==> src/rtl/osd_ram_arbiter_pkg.sv <==
// osd_pkg: RAM-op state encoding and default OSD RAM widths shared with spi_osd
package osd_pkg;
  localparam int C_ADDR_BITS = 12;
  localparam int C_DATA_BITS = 8;
  typedef enum logic [1:0] {
    S_IDLE  = 2'd0,
    S_READ  = 2'd1,
    S_WRITE = 2'd2
  } state_t;
endpackage

==> src/rtl/osd_ram_arbiter_if.sv <==
// osd_ram_arbiter_if: pixel read, SPI write, RAM-side and status signals of the OSD RAM arbiter
interface osd_ram_arbiter_if import osd_pkg::*; #(
  parameter int AW = C_ADDR_BITS,
  parameter int DW = C_DATA_BITS,
  parameter int LW = 3
);
  logic          i_video_req;
  logic [AW-1:0] i_video_addr;
  logic [DW-1:0] o_video_data;
  logic          o_video_valid;
  logic          i_wr_valid;
  logic [AW-1:0] i_wr_addr;
  logic [DW-1:0] i_wr_data;
  logic          o_wr_ready;
  logic [AW-1:0] o_ram_addr;
  logic          o_ram_we;
  logic [DW-1:0] o_ram_wdata;
  logic [DW-1:0] i_ram_rdata;
  logic [LW-1:0] o_fifo_level;
  logic          o_starved;
  modport master (
    output i_video_req, i_video_addr, i_wr_valid, i_wr_addr, i_wr_data, i_ram_rdata,
    input  o_video_data, o_video_valid, o_wr_ready, o_ram_addr, o_ram_we, o_ram_wdata,
           o_fifo_level, o_starved
  );
  modport slave (
    input  i_video_req, i_video_addr, i_wr_valid, i_wr_addr, i_wr_data, i_ram_rdata,
    output o_video_data, o_video_valid, o_wr_ready, o_ram_addr, o_ram_we, o_ram_wdata,
           o_fifo_level, o_starved
  );
endinterface

==> src/rtl/osd_ram_arbiter_wr_fifo.sv <==
// osd_wr_fifo: register-based synchronous FIFO queueing SPI writes for the OSD RAM
module osd_wr_fifo #(
  parameter int W = 20,
  parameter int DEPTH = 4,
  localparam int PW = $clog2(DEPTH),
  localparam int LW = PW + 1
) (
  input  logic          clk,
  input  logic          rst,
  input  logic          push,
  input  logic          pop,
  input  logic [W-1:0]  din,
  output logic [W-1:0]  dout,
  output logic [LW-1:0] level,
  output logic          full,
  output logic          empty
);
  logic [W-1:0]  mem_q [DEPTH];
  logic [W-1:0]  mem_d [DEPTH];
  logic [PW-1:0] wr_q, wr_d, rd_q, rd_d;
  logic [LW-1:0] lvl_q, lvl_d;
  logic          pu, po;
  assign full  = lvl_q == LW'(DEPTH);
  assign empty = lvl_q == '0;
  assign level = lvl_q;
  assign dout  = mem_q[rd_q];
  // power-of-2 depth lets the pointers wrap by plain overflow
  always_comb begin
    pu = push & ~full;
    po = pop & ~empty;
    mem_d = mem_q;
    if (pu) mem_d[wr_q] = din;
    wr_d = pu ? wr_q + PW'(1) : wr_q;
    rd_d = po ? rd_q + PW'(1) : rd_q;
    lvl_d = lvl_q + LW'(pu) - LW'(po);
  end
  always_ff @(posedge clk or posedge rst)
    if (rst) begin
      mem_q <= '{default: '0};
      wr_q <= '0;
      rd_q <= '0;
      lvl_q <= '0;
    end else begin
      mem_q <= mem_d;
      wr_q <= wr_d;
      rd_q <= rd_d;
      lvl_q <= lvl_d;
    end
endmodule

==> src/rtl/osd_ram_arbiter.sv <==
// osd_ram_arbiter: shares the single-port OSD RAM between pixel fetch (absolute priority) and queued SPI writes
module osd_ram_arbiter import osd_pkg::*; #(
  parameter int C_addr_bits = C_ADDR_BITS,
  parameter int C_data_bits = C_DATA_BITS,
  parameter int C_fifo_depth = 4,
  parameter int C_starve_limit = 1023
) (
  input logic clk_pixel,
  input logic reset,
  osd_ram_arbiter_if.slave bus
);
  localparam int LW = $clog2(C_fifo_depth) + 1;
  localparam int SW = $clog2(C_starve_limit + 1);
  localparam int FW = C_addr_bits + C_data_bits;
  state_t                 state_q, state_d;
  logic [C_addr_bits-1:0] addr_q, addr_d;
  logic [C_data_bits-1:0] wdata_q, wdata_d;
  logic                   vld_q, vld_d;
  logic [SW-1:0]          cnt_q, cnt_d;
  logic                   starved_q, starved_d;
  logic                   push, pop, full, empty;
  logic [FW-1:0]          head;
  logic [LW-1:0]          level;
  osd_wr_fifo #(.W(FW), .DEPTH(C_fifo_depth)) u_fifo (
    .clk(clk_pixel),
    .rst(reset),
    .push(push),
    .pop(pop),
    .din({bus.i_wr_addr, bus.i_wr_data}),
    .dout(head),
    .level(level),
    .full(full),
    .empty(empty)
  );
  always_ff @(posedge clk_pixel or posedge reset)
    if (reset) begin
      state_q <= S_IDLE;
      addr_q <= '0;
      wdata_q <= '0;
      vld_q <= 1'b0;
      cnt_q <= '0;
      starved_q <= 1'b0;
    end else begin
      state_q <= state_d;
      addr_q <= addr_d;
      wdata_q <= wdata_d;
      vld_q <= vld_d;
      cnt_q <= cnt_d;
      starved_q <= starved_d;
    end
  always_comb state_d = bus.i_video_req ? S_READ : !empty ? S_WRITE : S_IDLE;
  // the FIFO head pops in the same cycle its write is chosen
  always_comb begin
    push = bus.i_wr_valid & ~full;
    pop = state_d == S_WRITE;
    addr_d = state_d == S_READ ? bus.i_video_addr :
             state_d == S_WRITE ? head[FW-1 -: C_addr_bits] : addr_q;
    wdata_d = state_d == S_WRITE ? head[C_data_bits-1:0] : wdata_q;
    vld_d = state_q == S_READ;
    cnt_d = (empty | pop) ? '0 : cnt_q == SW'(C_starve_limit) ? cnt_q : cnt_q + SW'(1);
    starved_d = starved_q | (cnt_d == SW'(C_starve_limit));
  end
  assign bus.o_ram_addr    = addr_q;
  assign bus.o_ram_we      = state_q == S_WRITE;
  assign bus.o_ram_wdata   = wdata_q;
  assign bus.o_video_valid = vld_q;
  assign bus.o_video_data  = vld_q ? bus.i_ram_rdata : '0;
  assign bus.o_fifo_level  = level;
  assign bus.o_wr_ready    = ~full;
  assign bus.o_starved     = starved_q;
endmodule

==> src/flat_wrapper.sv <==
// flat-port wrapper written by rule: the top's interface ports become plain ports
module osd_ram_arbiter_flat import osd_pkg::*;
#(
  parameter int C_addr_bits = C_ADDR_BITS,
  parameter int C_data_bits = C_DATA_BITS,
  parameter int C_fifo_depth = 4,
  parameter int C_starve_limit = 1023
)
  (clk_pixel, reset, bus_i_video_req, bus_i_video_addr, bus_i_wr_valid, bus_i_wr_addr, bus_i_wr_data, bus_i_ram_rdata, bus_o_video_data, bus_o_video_valid, bus_o_wr_ready, bus_o_ram_addr, bus_o_ram_we, bus_o_ram_wdata, bus_o_fifo_level, bus_o_starved);
  osd_ram_arbiter_if bus_i ();
  input logic clk_pixel;
  input logic reset;
  input wire logic [$bits(bus_i.i_video_req)-1:0] bus_i_video_req;
  input wire logic [$bits(bus_i.i_video_addr)-1:0] bus_i_video_addr;
  input wire logic [$bits(bus_i.i_wr_valid)-1:0] bus_i_wr_valid;
  input wire logic [$bits(bus_i.i_wr_addr)-1:0] bus_i_wr_addr;
  input wire logic [$bits(bus_i.i_wr_data)-1:0] bus_i_wr_data;
  input wire logic [$bits(bus_i.i_ram_rdata)-1:0] bus_i_ram_rdata;
  output wire logic [$bits(bus_i.o_video_data)-1:0] bus_o_video_data;
  output wire logic [$bits(bus_i.o_video_valid)-1:0] bus_o_video_valid;
  output wire logic [$bits(bus_i.o_wr_ready)-1:0] bus_o_wr_ready;
  output wire logic [$bits(bus_i.o_ram_addr)-1:0] bus_o_ram_addr;
  output wire logic [$bits(bus_i.o_ram_we)-1:0] bus_o_ram_we;
  output wire logic [$bits(bus_i.o_ram_wdata)-1:0] bus_o_ram_wdata;
  output wire logic [$bits(bus_i.o_fifo_level)-1:0] bus_o_fifo_level;
  output wire logic [$bits(bus_i.o_starved)-1:0] bus_o_starved;
  assign bus_i.i_video_req = bus_i_video_req;
  assign bus_i.i_video_addr = bus_i_video_addr;
  assign bus_i.i_wr_valid = bus_i_wr_valid;
  assign bus_i.i_wr_addr = bus_i_wr_addr;
  assign bus_i.i_wr_data = bus_i_wr_data;
  assign bus_i.i_ram_rdata = bus_i_ram_rdata;
  assign bus_o_video_data = bus_i.o_video_data;
  assign bus_o_video_valid = bus_i.o_video_valid;
  assign bus_o_wr_ready = bus_i.o_wr_ready;
  assign bus_o_ram_addr = bus_i.o_ram_addr;
  assign bus_o_ram_we = bus_i.o_ram_we;
  assign bus_o_ram_wdata = bus_i.o_ram_wdata;
  assign bus_o_fifo_level = bus_i.o_fifo_level;
  assign bus_o_starved = bus_i.o_starved;
  osd_ram_arbiter #(.C_addr_bits(C_addr_bits), .C_data_bits(C_data_bits), .C_fifo_depth(C_fifo_depth), .C_starve_limit(C_starve_limit)) u_core (.clk_pixel(clk_pixel), .reset(reset), .bus(bus_i));
endmodule
==> config.mk <==
export PLATFORM = sky130hd
export DESIGN_NAME = osd_ram_arbiter_flat
export DESIGN_NICKNAME = d
export VERILOG_FILES = /design/src/rtl/osd_ram_arbiter_pkg.sv /design/src/rtl/osd_ram_arbiter_if.sv /design/src/rtl/osd_ram_arbiter_wr_fifo.sv /design/src/rtl/osd_ram_arbiter.sv /design/src/flat_wrapper.sv
export SDC_FILE = /design/constraint.sdc
export NUM_CORES = 1
export LEC_CHECK = 0
export BUFFER_PORTS_ARGS = -buffer_cell sky130_fd_sc_hd__buf_2
export CORE_MARGIN = 5
export CORE_UTILIZATION = 45
export CTS_BUF_LIST = sky130_fd_sc_hd__clkbuf_4 sky130_fd_sc_hd__clkbuf_8
export CTS_CLUSTER_SIZE = 30
export DETAILED_ROUTE_END_ITERATION = 6
export PLACE_DENSITY_LB_ADDON = 0.1
export SKIP_CTS_REPAIR_TIMING = 1
export SYNTH_ARGS = -nofsm -noshare
export SYNTH_HDL_FRONTEND = slang
export SYNTH_SLANG_ARGS = --single-unit
==> constraint.sdc <==
create_clock -name clk_pixel -period 5.8 [get_ports clk_pixel]
set_input_delay 1.16 -clock clk_pixel [delete_from_list [all_inputs] [get_ports clk_pixel]]
set_output_delay 1.16 -clock clk_pixel [all_outputs]
set_load 0.02 [all_outputs]
==> flow_metrics.tcl <==
set metrics [dict create \
    synth_fa_ha_area_share_pct 1.96 \
    synth_seq_cells 121 \
    io_pins 79 \
    slew_headroom_pct 27.1 \
    clock_latency_ns 0.43 \
    worstMarginPinSlew_ns 1.09 \
    synthMuxAreaShare_pct 28.4 \
    start_util_pct 45.9 \
    layout_commonest_cell "dfrtp_1" \
    critical_path.max_fanout 1 \
    cp.required_ns 4.64 \
    synth_top_family_by_area "multiplexers" \
    rsz0062_at_grt "false" \
    synth_area_leaders "dfrtp_1 (55%), mux2_2 (17%), mux4_2 (8.2%)" \
    cts.sinks 121 \
    yosysTopAreaCellShare_pct 55.2 \
    top_usage_layer "met2" \
    synth_compound_area_share_pct 3.37 \
    routedWlPerCell_um 17.6 \
    period_share_pct 46.8 \
    fin_util_pct 53.0 \
    power-per-cell-area_mw_per_mm2 553 \
    syn-num-nets 429 \
    ys_warn_count 0 \
    row_count 40 \
    drt_iter0_drc 161 \
    via_per_inst 5.33 \
    port_buffers 78 \
    fmax_mhz 369 \
    grt_util_met3_pct 4.72 \
    hp-class "reg -> reg" \
    max_cap_violations 0 \
    syn_area_per_cell_um2 14.6 \
    core-area_mm2 0.0120 \
    cts_tree "yes" \
    syn2layout_area_growth_pct 15.5 \
    crit_arrival_ns 1.55 \
    synth_cells 377 \
    grt-ovfl-total 0 \
    synth_area_leader_cell "dfrtp_1" \
    synth_simple_gate_area_share_pct 6.63 \
    grt_use_total_pct 16.4 \
    start_kind "input pin" \
    power.total_uw 3510 \
    cts_buffer_depth 2 \
    htreeDepth 4 \
    grt_pass1_vias 3503 \
    cts_buffers 17 \
    wl_um 10900 \
    yosysSeqAreaShare_pct 55.2 \
    setup_violations 0 \
    clk_pin_slew_ns 0.06 \
    p_leak_uw 0.00286 \
    cts-root-buf "clkbuf_8" \
    synthesis.area_mm2 0.00549 \
    dieArea_mm2 0.0145 \
    grt_pass1_wl_um 18300 \
    vdd_drop_max_v 0.000245 \
    cp-end-kind "primary output" \
    die_w_um 120 \
    tns_ns 0 \
    drive_above_1_share_pct 49.5 \
    ant_nets 0 \
    maxSlewViolCount 0 \
    final.min_clock_period_ns 2.71 \
    grt_use_met1_pct 20.7 \
    grt_max_degree 88 \
    die_h_um 120 \
    post-dp-hpwl_um 7080 \
    drc 0 \
    status "finished clean" \
    timing_worst_setup_path_type "in -> out" \
    synth_cell_types 39 \
    antenna_found_initial 0 \
    hold_violations 0 \
    gp_congestion 0.775 \
    vias 3291 \
    nets 510 \
    synth-xor-area-share_pct 1.12 \
    use_met2_pct 27.0 \
    drtPass1Iterations 4 \
    finClkSkew_ns 0.00843 \
    antenna_cells 0 \
    layout_common_cells "dfrtp_1 (121), mux2_2 (84), buf_2 (78), clkbuf_8 (21), mux4_2 (20)" \
]
synthesized netlist by cell type:
library cell,instances
a211oi_1,1
a211oi_2,1
a21oi_1,2
a31oi_1,4
a41o_1,2
and2_1,9
and2_2,3
and2b_2,1
and3_1,1
and3_2,2
and4_1,2
and4_2,1
and4_4,1
buf_2,4
buf_4,2
buf_6,9
clkbuf_1,4
dfrtp_1,121
fa_1,1
ha_1,7
inv_1,8
mux2_1,4
mux2_2,84
mux2i_1,12
mux4_2,20
nand2_1,19
nand2_2,4
nand2b_1,1
nand3_1,5
nand4_1,2
nor2_1,6
nor2b_1,2
nor3_1,2
nor3_4,1
nor4b_2,1
o211ai_1,2
o21ai_0,19
xnor2_1,6
xor2_1,1
registers in the layout (all words and copies together), names as in the netlist:
signal / flops
u_core.cnt_q: 10
u_core.u_fifo.mem_q: 80
u_core.bus.o_ram_addr: 12
u_core.bus.o_video_valid: 1
u_core.bus.o_ram_wdata: 8
u_core.bus.o_starved: 1
u_core.u_fifo.level: 3
u_core.u_fifo.wr_q: 2
u_core.u_fifo.rd_q: 2
u_core.state_q: 2
layer usage:
| metal | up-vias | wire length (µm) | share of wire [%] |
|---|---|---|---|
| li1 | 1536 | - | - |
| met1 | 1670 | 4830 | 44 |
| met2 | 72 | 5350 | 49 |
| met3 | 13 | 527 | 4.9 |
| met4 | 0 | 155 | 1.4 |
| met5 | - | 0 | 0 |
area by class of cell:
class / count / area (µm²)
clock buffers: 24 / 312
repair buffers: 81 / 413
flip-flops and latches: 121 / 3030
fillers: 1016 / 5620
inverters: 8 / 32.5
multi-input cells: 229 / 2280
clock inverters: 8 / 92.6
well taps: 147 / 184
worst paths after layout:
path | start | endpoint | slack [ns] | depth (start not counted)
max | bus_i_ram_rdata[0] | bus_o_video_data[0] | 3.09 | 3
min | u_core.state_q[1] | u_core.bus.o_video_valid | 0.42 | 1
max reg2reg | u_core.u_fifo.level[0] | u_core.u_fifo.level[2] | 3.14 | 8
min reg2reg | u_core.state_q[1] | u_core.bus.o_video_valid | 0.42 | 1
max in group asynchronous | reset | u_core.u_fifo.rd_q[0] | 3.74 | 3
min in group asynchronous | reset | u_core.bus.o_starved | 1.02 | 2
cells by family (layout without fill, tap and decap cells):
family	after synthesis	count (layout)
buf+inv	27	121
flops	121	121
fa+ha+maj	8	8
mux	120	120
xor+xnor	7	7
compound gates	31	31
simple gates	63	63
power breakdown:
group | switching (µW) | leakage, µW | internal (µW) | total (µW)
Sequential | 255 | 0.00146 | 1240 | 1490
Combinational | 541 | 0.00119 | 724 | 1270
Clock | 313 | 0.000213 | 438 | 751
critical path, stage by stage:
cell and delay [ns]:
buf_2 0.10, and2_1 0.14, buf_2 0.15
metrics by stage:
stage	std cells	instance area [µm²]	hold slack, ns	setup WS [ns]
after floorplan	377	5490	0.395	1.43
after global placement	586	5940	0.441	2.83
after detailed placement	586	5940	0.425	2.79
after CTS	618	6340	0.430	3.08
after global routing	618	6340	0.460	2.93
final	618	6340	0.423	3.09
(Power assumes the default switching activity.)
